==> src/rtl/mem_access_ctrl.sv <==
// Memory-access controller between the MIC-1 datapath and a dual-port main
// memory. Port A serves MAR/MDR data reads and writes, port B serves PC/MBR
// instruction fetches. Single-cycle datapath strobes become memory enables,
// registered read data is captured into MDR/MBR, and illegal command
// sequences raise a one-cycle cmd_err pulse.
module mem_access_ctrl #(
  parameter int ADDR_W = 9,
  parameter int DATA_W = 9,
  parameter int MBR_W  = 8
) (
  input  logic              clk,
  input  logic              rst_n,
  input  logic              rd,
  input  logic              wr,
  input  logic              fetch,
  input  logic [ADDR_W-1:0] mar,
  input  logic [ADDR_W-1:0] pc,
  input  logic              mdr_load,
  input  logic [DATA_W-1:0] mdr_d,
  output logic [DATA_W-1:0] mdr,
  output logic [DATA_W-1:0] mbr_u,
  output logic [DATA_W-1:0] mbr_s,
  output logic              mdr_valid,
  output logic              mbr_valid,
  output logic              busy_a,
  output logic              busy_b,
  output logic              cmd_err,
  output logic              mem_wen_a,
  output logic              mem_ren_a,
  output logic [ADDR_W-1:0] mem_addr_a,
  output logic [DATA_W-1:0] mem_wdata_a,
  input  logic [DATA_W-1:0] mem_rdata_a,
  output logic              mem_ren_b,
  output logic [ADDR_W-1:0] mem_addr_b,
  input  logic [DATA_W-1:0] mem_rdata_b
);

  typedef enum logic [1:0] {
    IDLE    = 2'd0,
    RD_WAIT = 2'd1,
    CAPTURE = 2'd2
  } state_t;

  state_t state_a;
  state_t state_b;

  logic [MBR_W-1:0] mbr_p2;

  logic acc_a_p0;
  logic acc_b_p0;
  logic rd_go_p0;
  logic wr_go_p0;
  logic fetch_go_p0;
  logic err_p0;

  // Upper port-B data bits carry no instruction-byte information.
  logic unused_rdata_b;

  function automatic logic [DATA_W-1:0] zext_mbr(input logic [MBR_W-1:0] v);
    return {{(DATA_W-MBR_W){1'b0}}, v};
  endfunction

  function automatic logic signed [DATA_W-1:0] sext_mbr(input logic signed [MBR_W-1:0] v);
    return {{(DATA_W-MBR_W){v[MBR_W-1]}}, v};
  endfunction

  // p0: issue stage -- a port accepts a command in IDLE or CAPTURE, never while
  // its read is still in flight. Write beats read when both strobes arrive.
  always_comb begin
    acc_a_p0    = (state_a != RD_WAIT);
    acc_b_p0    = (state_b != RD_WAIT);
    wr_go_p0    = wr & acc_a_p0;
    rd_go_p0    = rd & ~wr & acc_a_p0;
    fetch_go_p0 = fetch & acc_b_p0;
    err_p0      = (rd & wr & acc_a_p0)
                | (~acc_a_p0 & (rd | wr | mdr_load))
                | (~acc_b_p0 & fetch);
  end

  assign mem_wen_a   = rst_n & wr_go_p0;
  assign mem_ren_a   = rst_n & rd_go_p0;
  assign mem_ren_b   = rst_n & fetch_go_p0;
  assign mem_addr_a  = mar;
  assign mem_wdata_a = mdr;
  assign mem_addr_b  = pc;

  assign mbr_u = zext_mbr(mbr_p2);
  assign mbr_s = sext_mbr(mbr_p2);

  assign unused_rdata_b = ^mem_rdata_b[DATA_W-1:MBR_W];

  // p0 -> p1 -> p2: port-A sequencing, busy during the wait cycle, valid in capture.
  always_ff @(posedge clk or negedge rst_n) begin
    if (!rst_n) begin
      state_a   <= IDLE;
      busy_a    <= 1'b0;
      mdr_valid <= 1'b0;
    end else begin
      busy_a    <= rd_go_p0;
      mdr_valid <= (state_a == RD_WAIT);
      case (state_a)
        IDLE, CAPTURE: state_a <= rd_go_p0 ? RD_WAIT : IDLE;
        RD_WAIT:       state_a <= CAPTURE;
        default:       state_a <= IDLE;
      endcase
    end
  end

  // p0 -> p1 -> p2: port-B sequencing, same shape as port A driven by fetch.
  always_ff @(posedge clk or negedge rst_n) begin
    if (!rst_n) begin
      state_b   <= IDLE;
      busy_b    <= 1'b0;
      mbr_valid <= 1'b0;
    end else begin
      busy_b    <= fetch_go_p0;
      mbr_valid <= (state_b == RD_WAIT);
      case (state_b)
        IDLE, CAPTURE: state_b <= fetch_go_p0 ? RD_WAIT : IDLE;
        RD_WAIT:       state_b <= CAPTURE;
        default:       state_b <= IDLE;
      endcase
    end
  end

  // p1 -> p2: MDR capture; read data wins over a datapath load on the same edge.
  always_ff @(posedge clk or negedge rst_n) begin
    if (!rst_n) begin
      mdr <= '0;
    end else if (state_a == RD_WAIT) begin
      mdr <= mem_rdata_a;
    end else if (mdr_load) begin
      mdr <= mdr_d;
    end
  end

  // p1 -> p2: MBR capture of the instruction byte from port-B read data.
  always_ff @(posedge clk or negedge rst_n) begin
    if (!rst_n) begin
      mbr_p2 <= '0;
    end else if (state_b == RD_WAIT) begin
      mbr_p2 <= mem_rdata_b[MBR_W-1:0];
    end
  end

  // p0 -> p1: one error pulse per offending cycle, however many rules it broke.
  always_ff @(posedge clk or negedge rst_n) begin
    if (!rst_n) begin
      cmd_err <= 1'b0;
    end else begin
      cmd_err <= err_p0;
    end
  end

endmodule

==> config.mk <==
export PLATFORM = sky130hd
export DESIGN_NAME = mem_access_ctrl
export DESIGN_NICKNAME = d
export VERILOG_FILES = /design/src/rtl/mem_access_ctrl.sv
export SDC_FILE = /design/constraint.sdc
export NUM_CORES = 1
export LEC_CHECK = 0
export ABC_AREA = 1
export ABC_CLOCK_PERIOD_IN_PS = 1000
export CORE_AREA = 2 2 87 56
export DETAILED_ROUTE_END_ITERATION = 8
export DIE_AREA = 0 0 89 58
export HOLD_SLACK_MARGIN = 0.06
export PLACE_DENSITY = 0.79
export SYNTH_ARGS = -nofsm -noshare
export SYNTH_HDL_FRONTEND = slang
export SYNTH_SLANG_ARGS = --single-unit
==> constraint.sdc <==
create_clock -name clk -period 1 [get_ports clk]
set_input_delay 0.15 -clock clk [delete_from_list [all_inputs] [get_ports clk]]
set_output_delay 0.15 -clock clk [all_outputs]
set_load 0.01 [all_outputs]
# Word level (Yosys, flattened, before mapping)

Cells that the tools add are included.
Widths: inputs -> output; s select.

Muxes and demuxes: 6
Eq/ne operators: 6
Reduce and logical (&&, ||, !) cells: 5
Bitwise operators: 18

Operators with widths:

| cell               | count |
|---|---|
| $mux 9             | 2 |
| $and 1x1->1        | 11 |
| $pmux 2 s2         | 2 |
| $eq 2x1->1 const B | 2 |
| $eq 2x2->1 const B | 2 |
| $logic_not 2->1    | 2 |
| $ne 2x1->1 const B | 2 |
| $or 1x1->1         | 4 |
| $reduce_or 2->1    | 2 |
| $not 1->1          | 3 |
| $mux 1             | 2 |
| $reduce_bool 2->1  | 1 |

Logic and storage cells: 44
Output and inout port bits: 62
Register bits: 26
Input bits: 51

# Longest topological paths before layout

Word-level depth: 5
Gate-level depth with buffers: 6
Mapped depth without buffers: 5

# Worst setup path before layout

Ideal clock, no wire load.

Path type: reg2out
Start: register, netlist name mdr_valid
End: output mem_ren_a
Stages on the path, launching flop included: 6
Buffers on the path: 1
Data arrival time: 0.897 ns
Path slack: -0.047 ns
Path through: dfrtp_1 > inv_1 > nand2_1 > buf_6 > nand3_2 > nor2_1

RTL lines:

| element       | line | RTL |
|---|---|---|
| end, declared | 29   | `output logic mem_ren_a,` |

# Worst setup path in the final report

Start: register state_a[0]
End: output mem_wen_a

Longest elaborated chain between the ends: 3

RTL lines:

| element                | line | RTL |
|---|---|---|
| start, declared        | 44   | `state_t state_a;` |
| start signal, assigned | 102  | `IDLE, CAPTURE: state_a <= rd_go_p0 ? RD_WAIT : IDLE;` |
| $ne 2x1->1             | 70   | `acc_a_p0 = (state_a != RD_WAIT);` |
| $and 1x1->1            | 72   | `wr_go_p0 = wr & acc_a_p0;` |
| $and 1x1->1            | 80   | `assign mem_wen_a = rst_n & wr_go_p0;` |
| end, declared          | 28   | `output logic mem_wen_a,` |

Every way passes these cells.

==> results.sh <==
export IMPL_synth_xor_area_share_pct=0
export IMPL_postRouteAntennaNets=0
export IMPL_synthCells=173
export IMPL_synth_net_count=224
export IMPL_antenna_found_initial=0
export IMPL_hpwl_um=2535
export IMPL_crit_required_ns=0.85
export IMPL_cpMaxStageDelayCell="dfrtp_1"
export IMPL_p_total_w=0.003329
export IMPL_grt_overflow_total=0
export IMPL_io_pins=113
export IMPL_synth_simple_area_share_pct=26.55
export IMPL_synthArstFlopShare_pct=100.0
export IMPL_gp_congestion=0.7501
export IMPL_synth_mux_area_share_pct=0
export IMPL_ys_ff_latch=25
export IMPL_ys_warn_count=0
export IMPL_outcome="complete, but fails checks"
export IMPL_wl_um=3645
export IMPL_drive_gt1_share_pct=38.66
export IMPL_comb_power_share_pct=42.3
export IMPL_drtIter0Drc=42
export IMPL_powerDensity_nw_per_um2=1626
export IMPL_track_usage_pct=13.79
export IMPL_dp_cells=280
export IMPL_grt_pass1_wl_um=5430
export IMPL_cp_end_kind="primary output"
export IMPL_row_count=19
export IMPL_final_area_um2=2047
export IMPL_p_leak_nw=1.126
export IMPL_vias_per_cell=4.060
export IMPL_slew_viol_final=0
export IMPL_io_buffers=74
export IMPL_numCtsBuffers=3
export IMPL_hold_viol_final=0
export IMPL_fin_nets=290
export IMPL_core_area_um2=4374
export IMPL_clk_latency_ns=0.26
export IMPL_first_pass_iters=4
export IMPL_cts_num_sinks=25
export IMPL_worstPathCellList="inv_2 > nor2_4 > nor3_2 > buf_2"
export IMPL_arrival_ns=1.09
export IMPL_switching_share_pct=32.68
export IMPL_synth_top_family_by_area="buffers and inverters"
export IMPL_path_delay_family="flip-flops"
export IMPL_fmax_mhz=807.1
export IMPL_syn_area_um2=1390
export IMPL_synth_avg_cell_area_um2=8.035
export IMPL_clock_path_buffers=2
export IMPL_critPathBufInv=2
export IMPL_seqPwrFrac_pct=39.8
export IMPL_cts_clk_slew_worst_paths_ns=0.09
export IMPL_p_int_w=0.002241
export IMPL_grt_pass1_vias=1173
export IMPL_die_y_um=58
export IMPL_cts_htree_levels=1
export IMPL_max_cap_viol_count=0
export IMPL_fin_skew_ns=0.001740
export IMPL_instances_no_fill=301
export IMPL_die_area_um2=5162
export IMPL_pre_cts_ws_ns=-0.6866
export IMPL_fin_ws_ns=-0.2391
export IMPL_synthAdderAreaFrac_pct=0
export IMPL_drc=0
export IMPL_antennaDiodeCount=0
export IMPL_setup_viol=25
export IMPL_vdd_ir_drop_max_mv=0.5078
export IMPL_hold_class="input pin to primary output"
export IMPL_die_w_um=89
export IMPL_dominantRegCellSynth="dfrtp_1"
export IMPL_wire_per_inst_um=12.11
export IMPL_rsz0062_at_grt="yes"
export IMPL_vias=1222
export IMPL_syn_to_final_growth_pct=47.25
export IMPL_grt_max_degree=26
export IMPL_ys_seq_area_share_pct=45.00
export IMPL_start_util_pct=31.78
export IMPL_violations="negative setup slack"
export IMPL_min_period_over_period_pct=123.9
export IMPL_critPathMaxFanout=3
export IMPL_slowest_delay_ns=0.42
export IMPL_place_area_um2=1983
export IMPL_synth_edf_count=0
export IMPL_p_sw_w=0.001088
export IMPL_ys_types=14
export IMPL_cts_root_buf="clkbuf_8"
export IMPL_clock_power_share_pct=17.9
export IMPL_tritoncts="yes"
export IMPL_synth_compound_area_share_pct=0
export IMPL_startpoint_type="flop"
export IMPL_crit_type="flop to primary output"
export IMPL_period_needed_ns=1.239
export IMPL_setup_tns_final_ns=-2.041
==> layout by cell type, fill, tap and decap left out, drive strengths merged <==
master,instances
buf,71
clkbuf,4
clkdlybuf4s50,29
clkinvlp,1
conb,1
dfrtp,25
dlygate4sd2,2
dlygate4sd3,1
inv,17
nand2,58
nand3,19
nor2,7
nor3,3
==> per-layer routing <==
layer  GRT usage [%]  vias up  part of all wire (%)
met5               0        -                     0
met4           2.985        0                   1.4
met3           2.991        4                   7.4
met2           22.49       50                    44
met1           19.02      556                    47
li1                -      612                     -
==> path summary, 6_finish.rpt <==
kind	end	from	depth (start not counted)	slack [ns]
worst max-delay path	mem_wen_a	state_a[0]	4	-0.24
worst min-delay path	mem_addr_a[3]	mar[3]	0	0.30
worst max register to register	mbr_p2[5]	state_b[0]	6	-0.12
worst min register to register	state_b[1]	state_b[1]	1	0.49
max in group asynchronous	mbr_p2[4]	rst_n	3	0.19
min in group asynchronous	mdr[4]	rst_n	3	0.57
==> layout make-up <==
class | count | area, um^2
inverters | 18 | 71.32
fillers | 444 | 2327
clock buffers | 4 | 45.04
multi-input cells | 88 | 410.4
well taps | 63 | 78.83
repair buffers | 103 | 815.8
flip-flops and latches | 25 | 625.6
==> kinds of logic after synthesis <==
| kind of cell | Yosys count |
|---|---|
| buf+inv | 60 |
| other cells | 1 |
| flops | 25 |
| simple gates | 87 |
==> through the flow <==
stage / hold WS [ns] / util, %
after floorplan: -0.1456 / -
after global placement: 0.3001 / 45.34
after detailed placement: 0.3001 / 45.34
after CTS: 0.3001 / 45.62
after global routing: 0.3000 / 46.80
final: 0.3000 / 46.80
==> timing repair <==
item | 4_1_cts | 5_1_grt
endpoints found under the hold margin | 25 | 0
hold buffers | 1 | 0
cloned | 0 | 0
endpoints found under the setup margin | 61 | 29
pin swaps | 4 | 2
setup buffers | 15 | 4
resized for setup | 196 | 9
==> power groups by stage <==
stage          logic, W  clock network (W)  registers, W
3_5_place_dp    0.00140                  0       0.00136
3_3_place_gp    0.00137                  0       0.00135
6_report        0.00141           0.000596       0.00132
5_1_grt         0.00155           0.000660       0.00135
4_1_cts         0.00134           0.000631       0.00132
2_1_floorplan  0.000679                  0       0.00143
==> worst register-to-register path, stage by stage (launching register included) <==
cell and delay [ns]:
dfrtp_1 0.37, inv_2 0.06, nor2_4 0.14, buf_8 0.13, clkinvlp_4 0.17, nand2_1 0.10, nand2_1 0.05
==> state kept, by name (all words and copies together), names as in the netlist <==
register and flops:
state_a 1, state_b 2, mdr_valid 1, mdr 9
cmd_err 1, mbr_p2 8, busy_a 1, mbr_valid 1
busy_b 1
==> cells in the mapped netlist (3+ instances only) <==
cell type / instances / share of area, %
nor2_1: 5 / 1.4
buf_6: 3 / 2.4
nand3_1: 18 / 6.5
nand2_1: 58 / 16
inv_1: 17 / 4.6
nor3_1: 3 / 1.1
dfrtp_1: 25 / 45
buf_4: 38 / 21
No activity file was read; power rests on OpenSTA's default activity.
